### config.mk
export PLATFORM = sky130hd
export DESIGN_NAME = mem_responder
export DESIGN_NICKNAME = d
export VERILOG_FILES = /design/src/rtl/mem_responder.sv
export SDC_FILE = /design/constraint.sdc
export NUM_CORES = 1
export LEC_CHECK = 0
export ABC_CLOCK_PERIOD_IN_PS = 2390
export BUFFER_PORTS_ARGS = -buffer_cell sky130_fd_sc_hd__buf_2
export CAP_MARGIN = 10
export CORE_AREA = 2 2 91 93
export CTS_CLUSTER_SIZE = 24
export DETAILED_ROUTE_END_ITERATION = 8
export DIE_AREA = 0 0 93 95
export PLACE_DENSITY = 0.78
export RECOVER_POWER = 100
export SLEW_MARGIN = 10
export SYNTH_ARGS = -nofsm -noshare
export SYNTH_HDL_FRONTEND = slang
export SYNTH_SLANG_ARGS = --single-unit
### constraint.sdc
create_clock -name CLK -period 2.39 [get_ports CLK]
set_input_delay 0.1195 -clock CLK [delete_from_list [all_inputs] [get_ports CLK]]
set_output_delay 0.1195 -clock CLK [all_outputs]
set_load 0.1 [all_outputs]
### src/rtl/mem_responder.sv
// ---------------------------------------------------------------------------
// mem_responder
//   Memory-side responder for the Frankie multicycle CPU. It takes one memory
//   request per handshake from the control unit, resolves the address and
//   write-data sources, runs a single-port synchronous RAM access with a fixed
//   number of wait states, and returns the read word or a completion pulse.
//
// Parameters
//   DATA_W      data word width
//   ADDR_W      memory address width
//   WAIT_CYCLES wait cycles following the ACCESS cycle (1..15)
//   SP_STEP     byte offset added to sp for the SP-peek address source
//
// Ports
//   CLK, Reset          rising-edge clock, synchronous active-high reset
//   req_valid/req_ready request handshake (ready only while idle)
//   MemRead, MemWrite   operation select (exactly one must be set)
//   MemDst              address select: 000 pc, 001 imm, 011 mary, 100 sp,
//                       101 sp+SP_STEP
//   MemSrc              write-data select: 000 mary, 001 shelley, 010 ra
//   pc, imm, sp         address candidates
//   mary, shelley, ra   data candidates (mary doubles as an address)
//   mem_en, mem_we      RAM enable / write strobe
//   mem_addr, mem_wdata RAM address / write data (zero while mem_en is low)
//   mem_rdata           RAM read data, valid the cycle after an enabled cycle
//   rd_data             last captured read word
//   rd_valid, done, err single-cycle completion pulses
// ---------------------------------------------------------------------------
module mem_responder #(
  parameter int DATA_W      = 16,
  parameter int ADDR_W      = 16,
  parameter int WAIT_CYCLES = 1,
  parameter int SP_STEP     = 2
) (
  input  logic              CLK,
  input  logic              Reset,
  input  logic              req_valid,
  output logic              req_ready,
  input  logic              MemRead,
  input  logic              MemWrite,
  input  logic [2:0]        MemDst,
  input  logic [2:0]        MemSrc,
  input  logic [ADDR_W-1:0] pc,
  input  logic [ADDR_W-1:0] imm,
  input  logic [ADDR_W-1:0] sp,
  input  logic [DATA_W-1:0] mary,
  input  logic [DATA_W-1:0] shelley,
  input  logic [DATA_W-1:0] ra,
  output logic              mem_en,
  output logic              mem_we,
  output logic [ADDR_W-1:0] mem_addr,
  output logic [DATA_W-1:0] mem_wdata,
  input  logic [DATA_W-1:0] mem_rdata,
  output logic [DATA_W-1:0] rd_data,
  output logic              rd_valid,
  output logic              done,
  output logic              err
);

  typedef enum logic [1:0] {
    S_IDLE,
    S_ACCESS,
    S_WAIT,
    S_DONE
  } state_t;

  // Counter is loaded with WAIT_CYCLES-1 and runs down to zero.
  localparam logic [3:0] WAIT_LAST = 4'(WAIT_CYCLES - 1);

  state_t            state_reg;
  logic [3:0]        wait_cnt_reg;
  logic              is_read_reg;

  logic [ADDR_W-1:0] addr_next;
  logic [DATA_W-1:0] wdata_next;
  logic              dst_ok;
  logic              src_ok;
  logic              req_legal;

  // Source resolution for the request currently presented on the inputs.
  always_comb begin
    addr_next = '0;
    dst_ok    = 1'b1;
    case (MemDst)
      3'b000:  addr_next = pc;
      3'b001:  addr_next = imm;
      3'b011:  addr_next = ADDR_W'(mary);
      3'b100:  addr_next = sp;
      3'b101:  addr_next = sp + ADDR_W'(SP_STEP);  // wraps modulo 2^ADDR_W
      default: dst_ok    = 1'b0;
    endcase

    wdata_next = '0;
    src_ok     = 1'b1;
    case (MemSrc)
      3'b000:  wdata_next = mary;
      3'b001:  wdata_next = shelley;
      3'b010:  wdata_next = ra;
      default: src_ok     = 1'b0;
    endcase

    // The write-data source only matters for writes.
    req_legal = (MemRead ^ MemWrite) && dst_ok && (!MemWrite || src_ok);
  end

  // The registered RAM bus doubles as the latch for the in-flight request:
  // address and data are captured at accept and held until no longer needed.
  always_ff @(posedge CLK) begin
    if (Reset) begin
      state_reg    <= S_IDLE;
      wait_cnt_reg <= '0;
      is_read_reg  <= 1'b0;
      req_ready    <= 1'b1;
      mem_en       <= 1'b0;
      mem_we       <= 1'b0;
      mem_addr     <= '0;
      mem_wdata    <= '0;
      rd_data      <= '0;
      rd_valid     <= 1'b0;
      done         <= 1'b0;
      err          <= 1'b0;
    end else begin
      rd_valid <= 1'b0;
      done     <= 1'b0;
      err      <= 1'b0;

      case (state_reg)
        S_IDLE: begin
          if (req_valid) begin
            req_ready   <= 1'b0;
            is_read_reg <= MemRead;
            if (req_legal) begin
              state_reg <= S_ACCESS;
              mem_en    <= 1'b1;
              mem_we    <= MemWrite;
              mem_addr  <= addr_next;
              mem_wdata <= MemWrite ? wdata_next : '0;
            end else begin
              // Illegal requests never touch the RAM.
              state_reg <= S_DONE;
              done      <= 1'b1;
              err       <= 1'b1;
            end
          end
        end

        S_ACCESS: begin
          state_reg    <= S_WAIT;
          wait_cnt_reg <= WAIT_LAST;
          mem_we       <= 1'b0;
          mem_wdata    <= '0;
          // Reads keep the RAM enabled on a stable address through WAIT.
          if (!is_read_reg) begin
            mem_en   <= 1'b0;
            mem_addr <= '0;
          end
        end

        S_WAIT: begin
          if (wait_cnt_reg == 4'd0) begin
            state_reg <= S_DONE;
            done      <= 1'b1;
            mem_en    <= 1'b0;
            mem_addr  <= '0;
            if (is_read_reg) begin
              rd_data  <= mem_rdata;
              rd_valid <= 1'b1;
            end
          end else begin
            wait_cnt_reg <= wait_cnt_reg - 4'd1;
          end
        end

        S_DONE: begin
          state_reg <= S_IDLE;
          req_ready <= 1'b1;
        end

        default: state_reg <= S_IDLE;
      endcase
    end
  end

endmodule

==> flow_metrics.tcl <==
set metrics [dict create \
    ant_nets 0 \
    avgSynthCellArea_sq_um 8.18 \
    hpwl_um 8540 \
    worstPathRequired_ps 2610 \
    post_drt_wl_per_cell_um 15.4 \
    final_common_cell "buf_2" \
    clock_latency_ps 330 \
    fin_area_sq_um 4710 \
    power_leakage_nw 2.13 \
    ios 177 \
    max_freq_ghz 0.452 \
    port_buffers 176 \
    largestRegisters "mem_addr (16), mem_wdata (16), rd_data (16)" \
    cp_max_fo 10 \
    via_per_inst 5.40 \
    clockRootBuffer "clkbuf_8" \
    synth-edff-count 0 \
    yosys_warnings 0 \
    vias 3858 \
    reg2reg_to "mem_addr[12]" \
    crit_chain "inv_1 -> ha_1 -> or3b_1 -> a21oi_4 -> nand4_4 -> nor2b_1 -> buf_2 -> a22o_1" \
    core-area_sq_um 7930 \
    report.final.slew_viol_count 0 \
    hp-class "in2reg" \
    place_congestion 0.923 \
    met3_length_um 817 \
    endpoint_kind "flop" \
    clk_pin_slew_ps 70 \
    rsz0062_at_grt "false" \
    area_growth_syn_to_layout_pct 30.7 \
    grt_max_degree 34 \
    met2_length_um 5070 \
    async_reset_ff_share_pct 0 \
    cp-start-kind "flop" \
    arrival_ps 2430 \
    synth_area_leader_cell "dfxtp_1" \
    clk_path_buf_depth 2 \
    grt_pass1_vias 3697 \
    drtPass1Iterations 4 \
    post_dp_cell_area_sq_um 4540 \
    overflow 0 \
    cts_buffers 9 \
    crit_path_end "mem_addr[12]" \
    post_route_cells_drive_above_1_share_pct 25.7 \
    die_h_um 95 \
    htreeDepth 3 \
    cts_tree "done" \
    peakVddDrop_mv 0.589 \
    setup_viol_count_final 0 \
    synth_area_sq_um 3610 \
    cpPeakStageDelay_ps 440 \
    yosysTopAreaCellShare_pct 33.9 \
    tns_ps 0 \
    synth_nets 570 \
    fillCellCount 801 \
    met1Wirelength_um 4860 \
    start_util_pct 45.5 \
    regArea_sq_um 1220 \
    clock_skew_ps 5.81 \
    cp_slowest_cell "or3b_1" \
    first_iter_violations 188 \
    top_layer "met4" \
    synth_cell_types 49 \
    grt_pass1_wl_um 17400 \
    most-common-layout-cells "buf_2, dfxtp_1, clkbuf_1, nand2_1, mux2i_1" \
    ys_ff_latch 61 \
    path_buf_inv 2 \
    nets 734 \
    clock_sinks 61 \
    synthCells 441 \
    crit_type "reg2reg" \
    grt_usage_pct 25.0 \
    antenna_found_initial 0 \
    dieArea_sq_um 8840 \
    drcViolationCount 0 \
    post_cts_buffers 0 \
    critical_path_depth 8 \
    r2r_slack_ps 180 \
    hold_viol 0 \
    synthTopCellsByArea "dfxtp_1, mux2i_1, nand2_1, o21ai_0, nor2_1" \
    maxCapViolations 0 \
    finalCritPeriodShare_pct 92.5 \
    antennaDiodeCount 0 \
    cp-startpoint "wait_cnt_reg[0]" \
    cp_top_family "simple AND/OR/NAND/NOR gates" \
    reg2reg_depth 8 \
    status "finished, final reports clean" \
    rows 33 \
    die_w_um 93 \
    cts-hold-fix-buffers 0 \
    synthFlopType "dfxtp_1" \
    drt-total-wl_um 11000 \
    ctsResizeCount 0 \
    max_slew_margin_pct 18.7 \
    multiInputGateArea_sq_um 2200 \
    power_density_nw_per_um2 790 \
    rr_startpoint "wait_cnt_reg[0]" \
    period_minus_slack_ps 2210 \
    yosysSeqAreaShare_pct 33.9 \
    worst_pin_slew_ps 1220 \
]
synthesized netlist by cell type, types with 2 or more instances:
| cell type | instances |
|---|---|
| dfxtp_1 | 61 |
| xnor2_1 | 7 |
| nor4_1 | 4 |
| xor2_1 | 7 |
| a22oi_1 | 3 |
| o2bb2ai_1 | 7 |
| nand3b_1 | 17 |
| and3_1 | 5 |
| and4_1 | 2 |
| buf_1 | 4 |
| nand4_1 | 4 |
| ha_1 | 6 |
| a31oi_1 | 7 |
| nor3_1 | 8 |
| a21oi_1 | 21 |
| inv_1 | 11 |
| buf_2 | 7 |
| nor2b_1 | 6 |
| buf_6 | 2 |
| clkbuf_1 | 19 |
| nor2_1 | 39 |
| nand2_1 | 52 |
| a22o_1 | 4 |
| nand2b_1 | 5 |
| mux2i_1 | 48 |
| o21ai_0 | 37 |
| nand3_1 | 12 |
| o22ai_1 | 11 |
| mux2_2 | 5 |
cells by family (layout without fill, tap and decap cells):
group	Yosys count	after routing	synth area share (%)
buffers and inverters	43	212	5.13
XOR/XNOR	14	14	3.40
AO/OA/AOI/OAI	100	100	17.0
flip-flops	61	61	33.9
adder cells (fa/ha/maj)	6	6	2.08
multiplexers	54	54	15.5
AND/OR/NAND/NOR	163	163	23.0
final cells by class:
type | count | share of cell area, %
repair buffers | 185 | 18.5
clock inverters | 6 | 2.34
inverters | 11 | 0.876
well taps | 105 | 2.79
flip-flops and latches | 61 | 25.9
clock buffers | 10 | 2.92
multi-input cells | 337 | 46.6
metal layers:
metal | up-vias | GRT usage, %
met2 | 156 | 40.1
li1 | 1898 | -
met3 | 24 | 7.42
met4 | 0 | 10.2
met5 | - | 0
met1 | 1780 | 31.5
worst min-delay path: cells and delay by family:
kind	cells	cell delay (ps)
buf+inv	1	70
mux	1	50
simple gates	1	70
report_power, final:
part,total (mW),leakage (nW),switching (mW),internal [mW]
clock,1.13,0.119,0.408,0.719
sequential,1.17,0.494,0.0568,1.11
combinational,1.43,1.52,1.07,0.366
per-stage QoR:
step | total power [mW] | worst slack, ps | util (%) | cells | hold slack [ps]
detailed placement | 2.64 | 247 | 57.3 | 699 | 362
CTS | 3.77 | 226 | 60.4 | 715 | 0.650
finish | 3.73 | 179 | 59.5 | 715 | 14.9
floorplan | 2.30 | 359 | - | 441 | 263
global route | 3.90 | 36.2 | 59.5 | 715 | 6.69
global placement | 2.62 | 336 | 57.3 | 699 | 350
worst min-delay path by stage:
stage	start	to	slack (ps)	cells past startpoint
2_1_floorplan	mem_rdata[0]	rd_data[0]	260	2
3_3_place_gp	mem_rdata[2]	rd_data[2]	350	3
3_5_place_dp	mem_rdata[4]	rd_data[4]	360	3
4_1_cts	mem_rdata[15]	rd_data[15]	0.7	3
5_1_grt	mem_rdata[8]	rd_data[8]	7	3
6_report	mem_rdata[4]	rd_data[4]	10	3
Note: power is estimated with default switching activity, not from simulation.
